`config.mk`:
```
export PLATFORM = sky130hd
export DESIGN_NAME = key_event
export DESIGN_NICKNAME = d
export VERILOG_FILES = /design/src/rtl/key_event_pkg.sv /design/src/rtl/key_event_counter.sv /design/src/rtl/key_event.sv
export SDC_FILE = /design/constraint.sdc
export NUM_CORES = 1
export LEC_CHECK = 0
export BUFFER_PORTS_ARGS = -buffer_cell sky130_fd_sc_hd__buf_2
export CAP_MARGIN = 20
export CORE_MARGIN = 1.5
export CORE_UTILIZATION = 48
export DETAILED_ROUTE_END_ITERATION = 12
export PLACE_DENSITY = 0.73
export SLEW_MARGIN = 0
export SYNTH_ARGS = -nofsm -noshare
export SYNTH_HDL_FRONTEND = slang
export SYNTH_SLANG_ARGS = --single-unit
```
`constraint.sdc`:
```
create_clock -name clk -period 1.5 [get_ports clk]
set_input_delay 0.075 -clock clk [delete_from_list [all_inputs] [get_ports clk]]
set_output_delay 0.075 -clock clk [all_outputs]
set_load 0.05 [all_outputs]
```
`src/rtl/key_event_pkg.sv`:
```
// Shared definitions for the key event decoder: state encoding and default timing.
package key_event_pkg;

  typedef enum logic [1:0] {
    KEY_ST_IDLE    = 2'd0,
    KEY_ST_PRESSED = 2'd1,
    KEY_ST_REPEAT  = 2'd2
  } key_state_t;

  localparam int DEFAULT_LONG_PRESS_CYCLES    = 8;
  localparam int DEFAULT_REPEAT_PERIOD_CYCLES = 4;
  localparam int DEFAULT_COUNT_BIT_WIDTH      = 4;
  localparam int DEFAULT_EVENT_COUNT_WIDTH    = 8;

endpackage

```
`src/rtl/key_event_counter.sv`:
```
// Wrapping event counter with synchronous clear and increment enable.
module key_event_counter #(
  parameter int WIDTH = 8
) (
  input  logic             clk,
  input  logic             i_clear,
  input  logic             i_inc,
  output logic [WIDTH-1:0] o_count
);

  logic [WIDTH-1:0] r_count;

  always_ff @(posedge clk) begin
    if (i_clear) begin
      r_count <= '0;
    end else if (i_inc) begin
      r_count <= r_count + 1'b1;
    end
  end

  assign o_count = r_count;

endmodule

```
`src/rtl/key_event.sv`:
```
// Turns a debounced active-low key into registered press/release/long/repeat pulses
// and keeps a wrapping count of press plus repeat events.
module key_event
  import key_event_pkg::*;
#(
  parameter int LONG_PRESS_CYCLES    = DEFAULT_LONG_PRESS_CYCLES,
  parameter int REPEAT_PERIOD_CYCLES = DEFAULT_REPEAT_PERIOD_CYCLES,
  parameter int COUNT_BIT_WIDTH      = DEFAULT_COUNT_BIT_WIDTH,
  parameter int EVENT_COUNT_WIDTH    = DEFAULT_EVENT_COUNT_WIDTH
) (
  input  logic                         clk,
  input  logic                         reset,
  input  logic                         tick,
  input  logic                         signal_debounced_n,
  output logic                         key_press,
  output logic                         key_release,
  output logic                         key_long,
  output logic                         key_repeat,
  output logic                         key_held,
  output logic [EVENT_COUNT_WIDTH-1:0] event_count
);

  if (LONG_PRESS_CYCLES < 1 || LONG_PRESS_CYCLES > (1 << COUNT_BIT_WIDTH)) begin : g_bad_long
    $error("key_event: LONG_PRESS_CYCLES out of range");
  end
  if (REPEAT_PERIOD_CYCLES < 1 || REPEAT_PERIOD_CYCLES > (1 << COUNT_BIT_WIDTH)) begin : g_bad_repeat
    $error("key_event: REPEAT_PERIOD_CYCLES out of range");
  end

  localparam logic [COUNT_BIT_WIDTH-1:0] LONG_LAST   = COUNT_BIT_WIDTH'(LONG_PRESS_CYCLES - 1);
  localparam logic [COUNT_BIT_WIDTH-1:0] REPEAT_LAST = COUNT_BIT_WIDTH'(REPEAT_PERIOD_CYCLES - 1);

  key_state_t                 r_state;
  key_state_t                 w_next_state;
  logic [COUNT_BIT_WIDTH-1:0] r_count;
  logic [COUNT_BIT_WIDTH-1:0] w_next_count;
  logic                       w_press;
  logic                       w_release;
  logic                       w_long;
  logic                       w_repeat;

  always_ff @(posedge clk) begin
    if (reset) begin
      r_state     <= KEY_ST_IDLE;
      r_count     <= '0;
      key_press   <= 1'b0;
      key_release <= 1'b0;
      key_long    <= 1'b0;
      key_repeat  <= 1'b0;
      key_held    <= 1'b0;
    end else begin
      r_state     <= w_next_state;
      r_count     <= w_next_count;
      key_press   <= w_press;
      key_release <= w_release;
      key_long    <= w_long;
      key_repeat  <= w_repeat;
      key_held    <= (w_next_state != KEY_ST_IDLE);
    end
  end

  // Release is tested before tick so a release never coincides with long/repeat.
  always_comb begin
    w_next_state = r_state;
    w_next_count = r_count;
    w_press      = 1'b0;
    w_release    = 1'b0;
    w_long       = 1'b0;
    w_repeat     = 1'b0;
    case (r_state)
      KEY_ST_IDLE: begin
        if (!signal_debounced_n) begin
          w_next_state = KEY_ST_PRESSED;
          w_press      = 1'b1;
          w_next_count = '0;
        end
      end
      KEY_ST_PRESSED: begin
        if (signal_debounced_n) begin
          w_next_state = KEY_ST_IDLE;
          w_release    = 1'b1;
          w_next_count = '0;
        end else if (tick && r_count == LONG_LAST) begin
          w_next_state = KEY_ST_REPEAT;
          w_long       = 1'b1;
          w_next_count = '0;
        end else if (tick) begin
          w_next_count = r_count + 1'b1;
        end
      end
      KEY_ST_REPEAT: begin
        if (signal_debounced_n) begin
          w_next_state = KEY_ST_IDLE;
          w_release    = 1'b1;
          w_next_count = '0;
        end else if (tick && r_count == REPEAT_LAST) begin
          w_repeat     = 1'b1;
          w_next_count = '0;
        end else if (tick) begin
          w_next_count = r_count + 1'b1;
        end
      end
      default: begin
        w_next_state = KEY_ST_IDLE;
        w_next_count = '0;
      end
    endcase
  end

  // Counting the same pulses that are being registered keeps event_count aligned with them.
  key_event_counter #(
    .WIDTH(EVENT_COUNT_WIDTH)
  ) u_counter (
    .clk    (clk),
    .i_clear(reset),
    .i_inc  (w_press | w_repeat),
    .o_count(event_count)
  );

endmodule

```
# --- Yosys cells after proc, flatten, opt, wreduce, memory -nomap -nowiden ---
# Index checks and enable logic that the tools add are counted.
op_classes:
  n_addsub: 2
  eq_ne: 5
  mux: 19
  bitwise: 3
  n_reduce_logical: 7
op_table:
  columns: ["op", "n"]
  rows:
  - ["$mux W4", 6]
  - ["$pmux W4 S3", 1]
  - ["$add A8 B1 Y8 const B", 1]
  - ["$mux W2", 4]
  - ["$mux W1", 7]
  - ["$pmux W2 S3", 1]
  - ["$add A4 B1 Y4 const B", 1]
  - ["$eq A4 B2 Y1 const B", 1]
  - ["$eq A4 B3 Y1 const B", 1]
  - ["$reduce_or A2 Y1", 2]
  - ["$reduce_or A3 Y1", 1]
  - ["$eq A2 B1 Y1 const B", 1]
  - ["$eq A2 B2 Y1 const B", 1]
  - ["$logic_and A1 B1 Y1", 2]
  - ["$logic_not A2 Y1", 1]
  - ["$ne A2 B2 Y1 const B", 1]
  - ["$not A1 Y1", 2]
  - ["$reduce_bool A2 Y1", 1]
  - ["$or A1 B1 Y1", 1]
word_totals:
  reg_bits: 19
  out_inout_bits: 13
  elab_cells: 44

# --- Longest topological paths before layout ---
# Gate-level depths: netlist of run 1.
depth:
  depth_word: 6
  depth_mapped: 6
  mapped_depth_nobuf: 6

# --- Cells and area by module ---
# Synthesis of run 1 repeated with hierarchy kept, for this count alone.
hier_totals:
  hier_cells: 98
  hier_area_um2: 899.6
by_module_without_submodules:
  columns: ["module", "n_inst", "cells_per_inst", "area_each_um2", "seq_area_each_um2"]
  rows:
  - ["key_event", 1, 61, 560.5, 220.2]
  - ["key_event_counter", 1, 37, 339.1, 160.2]

# --- Least setup slack after synthesis of run 1 ---
# No wires, ideal clock.
synth_path:
  kind: "register to register"
  start: "reg u_counter.r_count[2] (netlist: u_counter.o_count[2])"
  end: "reg u_counter.r_count[7] (netlist: u_counter.o_count[7])"
  t_arrival_ps: 1619
  required_time_ps: 1430
  setup_slack_ps: -190
  stages_incl_launch_ff: 5
  n_path_buf: 0
  cell_sequence: "dfxtp_1 > and4_1 > nand4_1 > or4_1 > a21oi_1"
synth_via:
  elab_chain_len: 1
synth_rtl:
  columns: ["element", "line", "source"]
  rows:
  - ["from (decl)", "key_event_counter.sv:11", "logic [WIDTH-1:0] r_count;"]
  - ["from (signal assigned)", "key_event_counter.sv:17", "r_count <= r_count + 1'b1;"]
  - ["$add A8 B1 Y8", "key_event_counter.sv:17", null]
# Every way passes these cells.
# A chain may end at the register's enable or synchronous reset.

# --- Worst setup path in the final report of run 1 ---
layout_path:
  start: "reg r_count[0]"
  end: "reg r_count[0]"
layout_via:
  elab_chain_len: 5
  word_cells_on_any_way: 11
  cone_classes: "1 x add/sub; 2 x eq/ne; 6 x mux; 2 x reduce/logical"
layout_rtl:
  columns: ["element", "line", "source"]
  rows:
  - ["from (decl)", "key_event.sv:35", "logic [COUNT_BIT_WIDTH-1:0] r_count;"]
  - ["from (signal assigned)", "key_event.sv:53", "r_count <= w_next_count;"]
  - ["$add A4 B1 Y4 (tied with other cells)", "key_event.sv:88, key_event.sv:100", null]
  - ["$mux W4 (tied with other cells)", "key_event.sv:87, key_event.sv:99", null]
  - ["$mux W4, on equally long branches", "key_event.sv:96, key_event.sv:83", null]
  - ["$mux W4, on equally long branches", "key_event.sv:92, key_event.sv:79", null]
  - ["$pmux W4 S3 (*)", "key_event.sv:70", "case (r_state)"]
# Every way passes the cells marked *; elsewhere a longest branch is shown, timed or not.

==> results of run 1 <==
## per-stage QoR
| stage | cells | utilization (%) | cell area, um^2 |
|---|---|---|---|
| final | 168 | 73.97 | 1436 |
| after global placement | 157 | 62.11 | 1206 |
| after CTS | 166 | 69.97 | 1359 |
| after floorplan | 105 | - | 1017 |
| after detailed placement | 157 | 62.11 | 1206 |
| after global routing | 168 | 73.97 | 1436 |
## how the worst min path moves through the flow
| stage | start | slack (ns) | end |
|---|---|---|---|
| 2_1_floorplan | signal_debounced_n | 0.26 | r_count[2] |
| 3_3_place_gp | reset | 0.41 | u_counter.o_count[3] |
| 3_5_place_dp | reset | 0.42 | u_counter.o_count[4] |
| 4_1_cts | reset | 0.12 | u_counter.o_count[3] |
| 5_1_grt | reset | 0.12 | u_counter.o_count[3] |
| 6_report | reset | 0.14 | u_counter.o_count[3] |
## area by class of cell
class / instances / share of cell area [%]
clock buffers: 4 / 1.829
flip-flops and latches: 19 / 27.70
inverters: 6 / 1.742
well taps: 27 / 2.352
repair buffers: 36 / 16.81
multi-input cells: 76 / 49.56
## per-layer routing
layer  wire length (um)  share of wire, %  vias up  track usage, %
li1                   -                 -      479               -
met3                 90               3.5        8           4.815
met1               1189                46      467           30.11
met5                  0                 0        -               0
met4                 66               2.6        0           8.649
met2               1237                48       32           39.20
## cell families (layout without fill, tap and decap cells)
group           after synthesis  in the layout  share of synthesized area, %
fa+ha+maj                     6              6                         7.692
compound gates               34             35                         24.62
buf+inv                      11             46                         5.385
flops                        19             19                         38.97
simple gates                 35             35                         23.34
## timing repair
action,in CTS,in global routing
pin swaps,17,11
endpoints found under the hold margin,0,0
cloned,1,0
gates resized for setup,19,10
setup endpoints to repair,11,10
buffers inserted,4,2
## flip-flops by register name, summed over array words and instances (netlist names)
| signal | count |
|---|---|
| key_held | 1 |
| r_count | 4 |
| key_repeat | 1 |
| key_long | 1 |
| key_release | 1 |
| u_counter.o_count | 8 |
| r_state | 2 |
| key_press | 1 |
## cell usage after synthesis (2+ instances only)
master and count:
o21ai_0 2, or4_1 5, ha_1 6, a21oi_1 10
o31ai_1 5, nand4_1 3, o211ai_1 2, a211oi_1 2
inv_1 6, and3_1 3, a31oi_1 2, nor2_1 5
dfxtp_1 19, and4_1 2, nand2_1 4, a21o_1 2
clkbuf_1 3, nand3_1 2
## power by group through the flow
stage | Clock, mW | Sequential [mW] | Combinational, mW
floorplan | 0 | 0.572 | 0.0804
global placement | 0 | 0.538 | 0.159
detailed placement | 0 | 0.538 | 0.163
CTS | 0.262 | 0.526 | 0.194
global route | 0.292 | 0.528 | 0.230
finish | 0.255 | 0.525 | 0.219
==> impl_summary.md, run 1 <==
GRT
The initial antenna violation count is 0. The overall fraction of global-route tracks in use is a little under a quarter. The global-route wire length before repair is 3.864 mm. The total global routing overflow is 0.

The via count of the first global-routing pass is between 800 and 900. The pin count of the biggest net entering global routing is 23.

Route
The number of search-and-repair iterations in the first detailed-routing pass is 4. The detail route stage leaves a number of antenna-violating nets equal to 0. The final layout contains routed wiring with a total length of approximately 2.6 mm. The total DRC errors in the routed layout is 0. Using the TritonRoute via totals, the vias-per-cell ratio works out to 5.869.

The routed wirelength normalized by instance count is roughly 15 um. The routed via count is approximately 990. In this run, the number of DRC markers left after iteration 0 of detailed routing was 25.

Timing
Between clock sinks in the finished design, the worst skew comes to between 0.008 and 0.009 ns. Of the available clock period, the critical path in the final layout requires 106.6%. The count of final max-slew check failures is 0. The number of hold violations in the final report is 0.

Setup repair after global routing could not meet its margin everywhere. Setup violations remaining at the end of the flow were counted as 8. Headroom to the max-slew limit came out at about three quarters. At the pin with the least slew margin, the transition time is roughly 0.40 ns. The routed design could run at a clock period as short as roughly 1.6 ns. After routing, the total negative slack on setup checks comes to -0.2184 ns. Timing would allow up to roughly 630 MHz. The post-layout worst setup margin is -0.09853 ns. Final hold analysis gives a worst-case slack of 0.1376 ns.

Pwr
The maximum vdd ir drop is roughly 0.00053 V. Registers are responsible for between 50% and 60% of the overall power. The clock share of power is roughly a quarter. The leakage power is 0.5809 nW. Net switching is just under 30% of the power. The net switching power is about 0.3 mW. The total power after layout is about 1.0 mW. Internal power comes to around 0.7 mW.

The share of total power dissipated in combinational logic is 21.9%. The total power divided by cell area is between 600 and 700 mW/mm^2.

Synth
The number of enable-type register cells in the synthesized netlist is 0. The share of synthesized flip-flops with an asynchronous set or reset is 0%. The dominant cell type by area after synthesis is dfxtp_1.

The register bit total from synthesis is 19. The post-synthesis instance total is 105. Summed over its instances, the top area cell type makes up between 30 and 40% of the synthesized netlist area.

The sequential share of the synthesized area is between 30% and 40%. The number of nets in the synthesized netlist is around 120. In the synthesized netlist the dominant register cell turns out to be dfxtp_1. Dividing the synthesized area by the synthesized cell count gives around 9.3 um^2. By area the synthesized netlist is led by dfxtp_1, ha_1, a21oi_1. The area of the mapped netlist is approximately 1000 um^2.

In this run, distinct cell masters in the synthesized netlist total 40. During synthesis, Yosys emitted a total of 0 warnings.

Floorplan
The I/O pin count is 17. The chip height is between 40 and 50 um. The floorplan step set the die width to ~48 um. The number of standard-cell rows in the floorplan is 16. The core region is ~0.0019 mm^2. For this configuration, the core starts out at a cell density of 50.26%. The area of the die is ~0.0023 mm^2.

Run
Max-cap violations in this run came to 0.

Layout
Across the whole layout, storage elements account for ~400 um^2. The commonest non-fill, non-tap cell in the layout is buf_4. The net count of the finished layout is approximately 150.

In the layout the commonest cells are buf_4, buf_2, dfxtp_1. The area of the multi-input gates is around 710 um^2. The area growth from synthesis to layout is 47.18%.

The fraction of layout cells with a size suffix above 1 is about 51%. The number of filler instances in the final layout is between 100 and 150. The number of antenna diodes in the final layout is 0.

Worst setup path
Across all register-to-register paths, the minimum setup slack is -0.1 ns. The critical path runs through a total of 7 cells. The kind of cell adding the most delay to the critical path is compound AO/OA/AOI/OAI gates. The cell seen most often among critical-path stages is buf_4. On the worst path, the slowest cell contributes a delay of 0.38 ns. The data arrival time of the worst path is about 1.8 ns.

The most critical setup path has its endpoint at r_count[0]. The cell type of the slowest stage on the worst timing path is dfxtp_2. STA puts the critical path data required time at 1.69 ns. The critical path class is reg -> reg. In this run the worst setup path begins at r_count[0]. The critical path contains buffers and inverters numbering 2 combined. The startpoint identified for the worst register-to-register timing path is r_count[0]. The worst register-to-register path ends at r_count[0]. STA classifies the critical path startpoint as a flip-flop. The maximum net fanout on the critical path is 4.

The worst setup path is captured at a flip-flop. Walking the worst path, the cells encountered are ha_4 -> buf_4 -> nand4b_1 -> o211ai_1 -> buf_4 -> nor4b_4 -> a21o_1. The depth of the most critical reg-to-reg path is 7.

Clocking
The clock passes through at most 2 buffers. Buffers inserted to repair hold after CTS numbered 0. Clock latency on the worst-skew pair, taken at its later pin, is a little under 0.3 ns. TritonCTS built the clock tree.

After clock tree synthesis, the clock-pin slew on the worst setup and hold paths is around 0.11 ns. The TritonCTS buffer count is 3. The master cell of the clock root buffer is clkbuf_4. The tree built by TritonCTS fans out to 19 sinks. The H-tree depth is 1.

Run status
The run finished, with violations left. The checks that failed: setup timing.

Place
After legalization and detailed placement, the total HPWL measured between 1 and 1.5 mm. Timing analysis after detailed placement gives a worst setup slack of -0.1040 ns. Routability-driven placement finished with a final weighted congestion of approximately 0.8. Buffers placed on the I/O ports in this run total 16.

Worst hold path
The worst hold path passes through 2 cells. The tightest min-delay check is of the in -> reg type.
(Power assumes the default switching activity.)
==> inputs of run 2 (changes only) <==
Settings changed: SETUP_SLACK_MARGIN from default to 0.02.
==> run 2 against run 1 <==
Net effect: the flow still finishes with violations (setup timing); clock power increased by 4%; final area decreased by 0.78%; sequential cell count unchanged; setup slack improved by 0.060 ns; sequential power about the same; combinational power about the same; routed wire length decreased by 0.35%; first-iteration DRC count decreased by 28%; via count increased by 3.3%; critical endpoint unchanged.
==> impl_summary.md, run 2 (synthesized netlist as in run 1, its figures left out) <==
Route
In the final routed layout, each cell accounts on average for roughly 15 um. The detail route stage leaves a number of antenna-violating nets equal to 0. The initial DRC count is 18.

The first TritonRoute pass finished after 4 iterations. The final route contains roughly 1000 vias. The final wirelength is ~2.6 mm. Dividing the detail-routed via count by the number of cells gives just over 6. For this run, design rule violations remaining after detail routing come to 0.

Timing
For this run, the top clock speed supported by timing is between 600 and 700 MHz. The minimum hold slack is 0.1114 ns. The post-layout worst setup margin is -0.03806 ns. Headroom to the max-slew limit came out at 76.91%. The number of hold violations in the final report was 0. The final cycle utilization of the critical path is 102.5%. The routed design could run at a clock period as short as 1.538 ns.

The transition time at the pin with the least slew margin is 0.3463 ns. Setup violations remaining at the end of the flow were counted as 3. Setup repair after global routing could not meet its margin everywhere.

For the final database, setup skew stands at around 0.0075 ns. The count of final max-slew check failures is 0.

Floorplan
The number of standard-cell rows in the floorplan is 16. The floorplan step defined a die boundary enclosing 0.002313 mm^2. The floorplan die width is 48.09 um. The initial core utilization is between 50% and 60%. The floorplan core area is roughly 0.0019 mm^2. The I/O pin count is 17. Measured along the y axis, the die boundary spans between 40 and 50 um.

GRT
The via count of the first global-routing pass is 910. The global-route wire length before repair is between 3 and 4 mm. The total global routing overflow is 0. The initial antenna violation count is 0. Entering global routing, the biggest net connects 23 pins.

Global routing used between 20% and 30% of the available tracks.

Worst setup path
The reg-to-reg startpoint is r_state[1]. At the worst endpoint, the required time is approximately 1.7 ns. The destination of the worst register-to-register timing path is r_count[0]. Setup slack on the worst reg-to-reg path comes out at -0.04 ns.

The data arrival time of the worst path is around 1.8 ns. The critical path launch point type is a flip-flop. The worst register-to-register path has a depth of 7.

The critical path class is reg -> reg. The end point of the critical path is r_count[0]. Along the worst path, the maximum fanout reaches 6. STA classifies the critical path endpoint as a flip-flop. The launch point of the critical path is r_state[1].

Clocking
Clock-pin slew was measured on the worst setup and hold paths at 0.12 ns. Buffers inserted to repair hold after CTS numbered 0. The clock passes through at most 2 buffers. The clock drives 19 sinks. The CTS tree is yes. The root buffer cell chosen for the clock tree is clkbuf_4.

The number of clock buffers added by TritonCTS is 3. The clock reaches the later pin of the worst-skew pair after 0.30 ns. The H-tree depth is 1.

Layout
Compared with the post-synthesis result, the final layout area differs by 46.03%. 0 antenna diodes ended up in the layout. Leaving out fill and tap cells, the most frequent cells in the layout are buf_2, buf_4, dfxtp_1.

The fraction of layout cells with a size suffix above 1 is approximately half. The commonest non-fill, non-tap cell in the layout is buf_2. The register with the most flip-flops in the layout has 8 of them. After routing the design area is 0.001425 mm^2. Counting the fill cells in the layout gives approximately 140.

The net count of the finished layout is roughly 150.

Worst hold path
The worst hold path begins at reset. The path class of the tightest hold or removal check is in -> reg.

Place
In this run the cell area measured after placement is between 0.001 and 0.0015 mm^2. The quantity of I/O buffers inserted on ports is 16. Routability-driven placement finished with a final weighted congestion of 0.8665. The HPWL reported at the end of detailed placement is 1.599 mm.

Run status
The run finished, with violations left. The checks that failed: setup timing.

Run
The max-cap violation count is 0.

Pwr
For this design the static power due to leakage is 0.5759 nW. The total power divided by cell area is ~700 mW/mm^2. The total power after layout is between 1 and 1.5 mW. Across the VDD grid, the largest voltage drop is between 0.0005 and 0.0006 V.
-- run 2: changes by cell type in the layout (fill, tap and decap cells not counted), sizes merged --
cell    before  now
clkinv       0    1
clkbuf       4    3
-- run 2: worst max-delay path, stage by stage (launching register included) --
cell and delay (ns):
dfxtp_4 0.37, buf_6 0.11, ha_4 0.16, buf_12 0.13
o211ai_1 0.31, buf_4 0.18, nor4b_2 0.04, a21o_1 0.15
-- run 2: cell type report --
type	instances	area, um^2	area share [%]
Clock buffer	3	22.52	1.580
Clock inverter	1	5.005	0.3512
Inverter	6	22.52	1.580
Multi-Input combinational cell	76	685.7	48.11
Sequential cell	19	397.9	27.92
Tap cell	27	33.78	2.370
Timing Repair Buffer	36	257.7	18.09
-- run 2: repair_timing --
action / CTS / global route
gates cloned: 1 / 0
buffers inserted: 7 / 0
resized for setup: 14 / 7
setup endpoints to repair: 12 / 11
pin swaps: 20 / 10
-- run 2: report_power, final --
group	switching (mW)	total, mW	internal, mW
logic	0.129	0.216	0.0870
clock network	0.166	0.265	0.0993
registers	0.0107	0.526	0.516
-- run 2: per-layer routing --
layer	GRT usage, %	wire [um]	up-vias	share of wire [%]
met3	3.333	95	4	3.7
li1	-	-	476	-
met5	0	0	-	0
met2	45.07	1411	30	55
met1	27.21	1044	509	41
met4	8.108	23	0	0.89
-- run 2: worst min path at each step --
stage / cells after the start / endpoint
floorplan: 2 / r_count[2]
global placement: 2 / u_counter.o_count[3]
detailed placement: 2 / u_counter.o_count[3]
CTS: 2 / u_counter.o_count[4]
global route: 2 / u_counter.o_count[4]
finish: 2 / u_counter.o_count[4]
-- run 2: stage by stage --
step	utilization [%]	std cells	setup TNS (ns)	setup WS, ns
after detailed placement	63.40	156	-0.6267	-0.1016
after global routing	73.39	168	-0.4520	-0.08312
after CTS	71.39	168	-0.01726	-0.005765
final	73.39	168	-0.07879	-0.03806
after global placement	63.40	156	-0.1511	-0.02449
after floorplan	-	105	0	0.01965
==> inputs of run 3 (changes only) <==
Settings changed: ABC_AREA from default to 1, CORE_UTILIZATION 48 to 49, CTS_CLUSTER_DIAMETER from default to 50, PLACE_DENSITY 0.73 to 0.74.
==> run 3 against run 2 <==
Net effect: the flow now finishes without violations; sequential share of layout area grew 3.7 points; routed wire length shrank 21%; critical path type unchanged; global-route usage down 5.8 points; power decreased by 1.8%; via count fell by 7.7%.
==> impl_summary.md, run 3 <==
Clocking
In this run, CTS created clock tree buffers numbering 3. Clock latency on the worst-skew pair, taken at its later pin, is ~0.30 ns. TritonCTS built the clock tree. The master cell of the clock root buffer is clkbuf_4.

The clock net in this run drives a total of 19 sinks. After clock tree synthesis, the clock-pin slew on the worst setup and hold paths is about 0.11 ns. The clock tree buffer depth is 2.

The H-tree depth is 1.

Synth
Counting flops and latches in the post-synthesis netlist gives 19. The number of synthesis warnings is 0. The area share of the largest cell type after synthesis is a little over a third. The number of nets in the synthesized netlist is ~160. In the synthesized netlist the dominant register cell turns out to be dfxtp_1. Sequential cells were found to cover a little over a third of the synthesized design area. The share of synthesized flip-flops with an asynchronous set or reset is 0%. Dividing the synthesized area by the synthesized cell count gives between 7 and 8 um^2.

The count of cell types in the netlist is 25. The number of enable-type register cells in the synthesized netlist is 0. In the post-synthesis netlist, the cell with the most instances is nand2_1. After synthesis, the cell types taking the most area are dfxtp_1, nand2_1, ha_1. The area of the mapped netlist is between 0.001 and 0.0015 mm^2. The dominant cell type by area after synthesis is dfxtp_1. Synthesis produced between 100 and 150 cells. Counting instances in the post-synthesis netlist gives the leading cell types as nand2_1, nor2_1, dfxtp_1, inv_1, nand3_1.

Floorplan
The I/O pin count is 17. The chip height is 49.04 um. The floorplan die width is slightly below 50 um.

The initial utilization of the core area, before any placement, comes to between 50 and 60%. The floorplan has 16 rows. The die covers 0.002404 mm^2.

The floorplan core area is between 0.0015 and 0.002 mm^2.

Worst setup path
The signal on the critical path passes through inv_1 -> ha_1 -> nand2_2 -> nand2_8 -> buf_4 -> a21oi_2 -> nor2_1. The critical path launch point type is a flip-flop. The critical path class is reg -> reg. The depth of the most critical reg-to-reg path is 7.

STA puts the critical path data arrival time at 1.61 ns. The critical path data required time is around 1.7 ns. The delay of the slowest cell on the worst path is about 0.39 ns.

The register-to-register setup slack is approximately 0.098 ns. The worst setup path is captured at a flip-flop. The maximum net fanout on the critical path is 14. The cell type of the slowest stage on the worst timing path is dfxtp_1.

Route
Dividing the detail-routed wire length by the instance count gives between 10 and 15 um. For this block, the routed nets add up to about 2.0 mm of wire. The initial DRC count is 29. The count of nets left with antenna violations once routing finished came out at 0. The number of search-and-repair iterations in the first detailed-routing pass is 4.

The detail-routed via count per cell is between 4 and 5. The final route contains 941 vias. The total DRC errors in the routed layout is 0.

Timing
Adding up every negative setup slack in the final design gives 0 ns. In the finished design, the share of the clock period the worst path needs comes to between 90 and 100%. At the pin with the least slew margin, the transition time is about 0.37 ns. Setup repair after global routing could not meet its margin everywhere. Final hold analysis gives a worst-case slack of between 0.1 and 0.15 ns.

The setup skew after layout is about 0.0078 ns. After layout, the minimum clock period comes to around 1.4 ns. Setup violations remaining at the end of the flow were counted as 0. The number of hold violations in the final report was 0. Static timing analysis puts the maximum clock frequency at a little over 700 MHz. Measured against its own limit, the worst slew margin works out to 75.63%.

The count of final max-slew check failures is 0.

Pwr
Dividing total power by cell area gives a power density of roughly 820 mW/mm^2. The worst-case IR drop observed on VDD is approximately 0.00050 V. Summed over all cells, the static leakage comes to 0.5862 nW.

Place
At the end of routability-driven placement, the weighted congestion stood at approximately 0.91. The HPWL reported at the end of detailed placement is about 1.5 mm. Summing all placed instances gives a cell area of between 0.001 and 0.0015 mm^2. The quantity of I/O buffers inserted on ports is 16.

Layout
The number of antenna diodes in the final layout is 0. In the final layout, the share of cells above drive strength 1 is between 20 and 30%. The net count of the finished layout is roughly 180. The commonest non-fill, non-tap cell in the layout is nand2_1. The register with the most flip-flops in the layout has 8 of them. After routing the design area is about 0.0012 mm^2. Compared with the post-synthesis result, the final layout area differs by 16.87%. In the layout the commonest cells are nand2_1, nor2_1, inv_1.

GRT
The total global routing overflow is 0. The via count of the first global-routing pass is between 800 and 900. The initial antenna violation count came to 0. Entering global routing, the biggest net connects 15 pins. The first global-routing pass estimated approximately 3.4 mm of wire. The overall fraction of global-route tracks in use is a little under a fifth.

Run status
The run finished with clean final reports.

Worst hold path
In this run the worst hold path is classified as in -> reg. Along the worst hold path, the cell count comes to 3.

Run
Across the run, the number of max-cap violations was 0.
[run 3: changes by cell type after synthesis, sizes merged, moves of 5 or more]
| cell | before | now |
|---|---|---|
| nor2 | 5 | 23 |
| o31ai | 5 | 0 |
| nand2 | 4 | 37 |
| nand3 | 2 | 9 |
| inv | 6 | 21 |
| o21ai | 2 | 7 |
| or4 | 5 | 0 |
[run 3: kinds of logic after synthesis]
| kind of cell | after synthesis | share of synthesized area, % |
|---|---|---|
| AOI/OAI and AO/OA | 20 | 11.57 |
| xor gates and xnor gates | 1 | 0.8435 |
| buffers and inverters | 24 | 9.999 |
| DFF | 19 | 36.63 |
| and+or+nand+nor | 75 | 33.74 |
| adders and majority gates | 6 | 7.229 |
[run 3: path summary, 6_finish.rpt]
kind | startpoint | endpoint
hold reg to reg | u_counter.o_count[4] | u_counter.o_count[4]
hold / removal | signal_debounced_n | key_release
setup reg to reg | r_state[1] | u_counter.o_count[7]
setup / recovery | r_state[1] | u_counter.o_count[7]
[run 3: repair_timing]
action / in CTS / in global routing
hold buffers: 1 / 0
buffers inserted: 0 / 3
resized for setup: 0 / 6
endpoints found under the setup margin: 0 / 12
hold endpoints to repair: 1 / 0
[run 3: metrics by stage]
stage          util [%]  setup slack (ns)  power [mW]  std cells
4_1_cts           59.09           0.05734      0.9775        191
5_1_grt           61.24          0.009059       1.037        194
3_5_place_dp      57.26           0.07122      0.7201        186
3_3_place_gp      57.26            0.1322      0.7134        186
6_report          61.24           0.09822      0.9894        194
2_1_floorplan         -           0.04558      0.6859        145
[run 3: area by class of cell]
type                    count  area [um^2]
inverters                  22        83.83
flip-flops and latches     19        384.1
clock buffers               4        26.28
multi-input cells         102        573.1
well taps                  27        33.78
repair buffers             20        112.6
fillers                   167        768.2
[run 3: report_power, final]
group	switching [mW]	total [mW]	internal [mW]	leakage [nW]
Clock	0.157	0.261	0.104	0.0150
Sequential	0.0132	0.537	0.524	0.155
Combinational	0.134	0.192	0.0576	0.416
[run 3: critical path: cells and delay by family, from the launching register on]
kind            cells  cell delay [ns]
buf+inv             2             0.24
compound gates      1             0.11
simple gates        3             0.33
fa+ha+maj           1             0.24
flops               1             0.39
[run 3: metal layers]
metal / vias to the layer above / GRT usage (%) / wire, um
li1: 494 / - / -
met1: 416 / 22.63 / 976
met3: 2 / 2.761 / 74
met5: - / 0 / 0
met2: 29 / 31.74 / 961
met4: 0 / 5.714 / 14
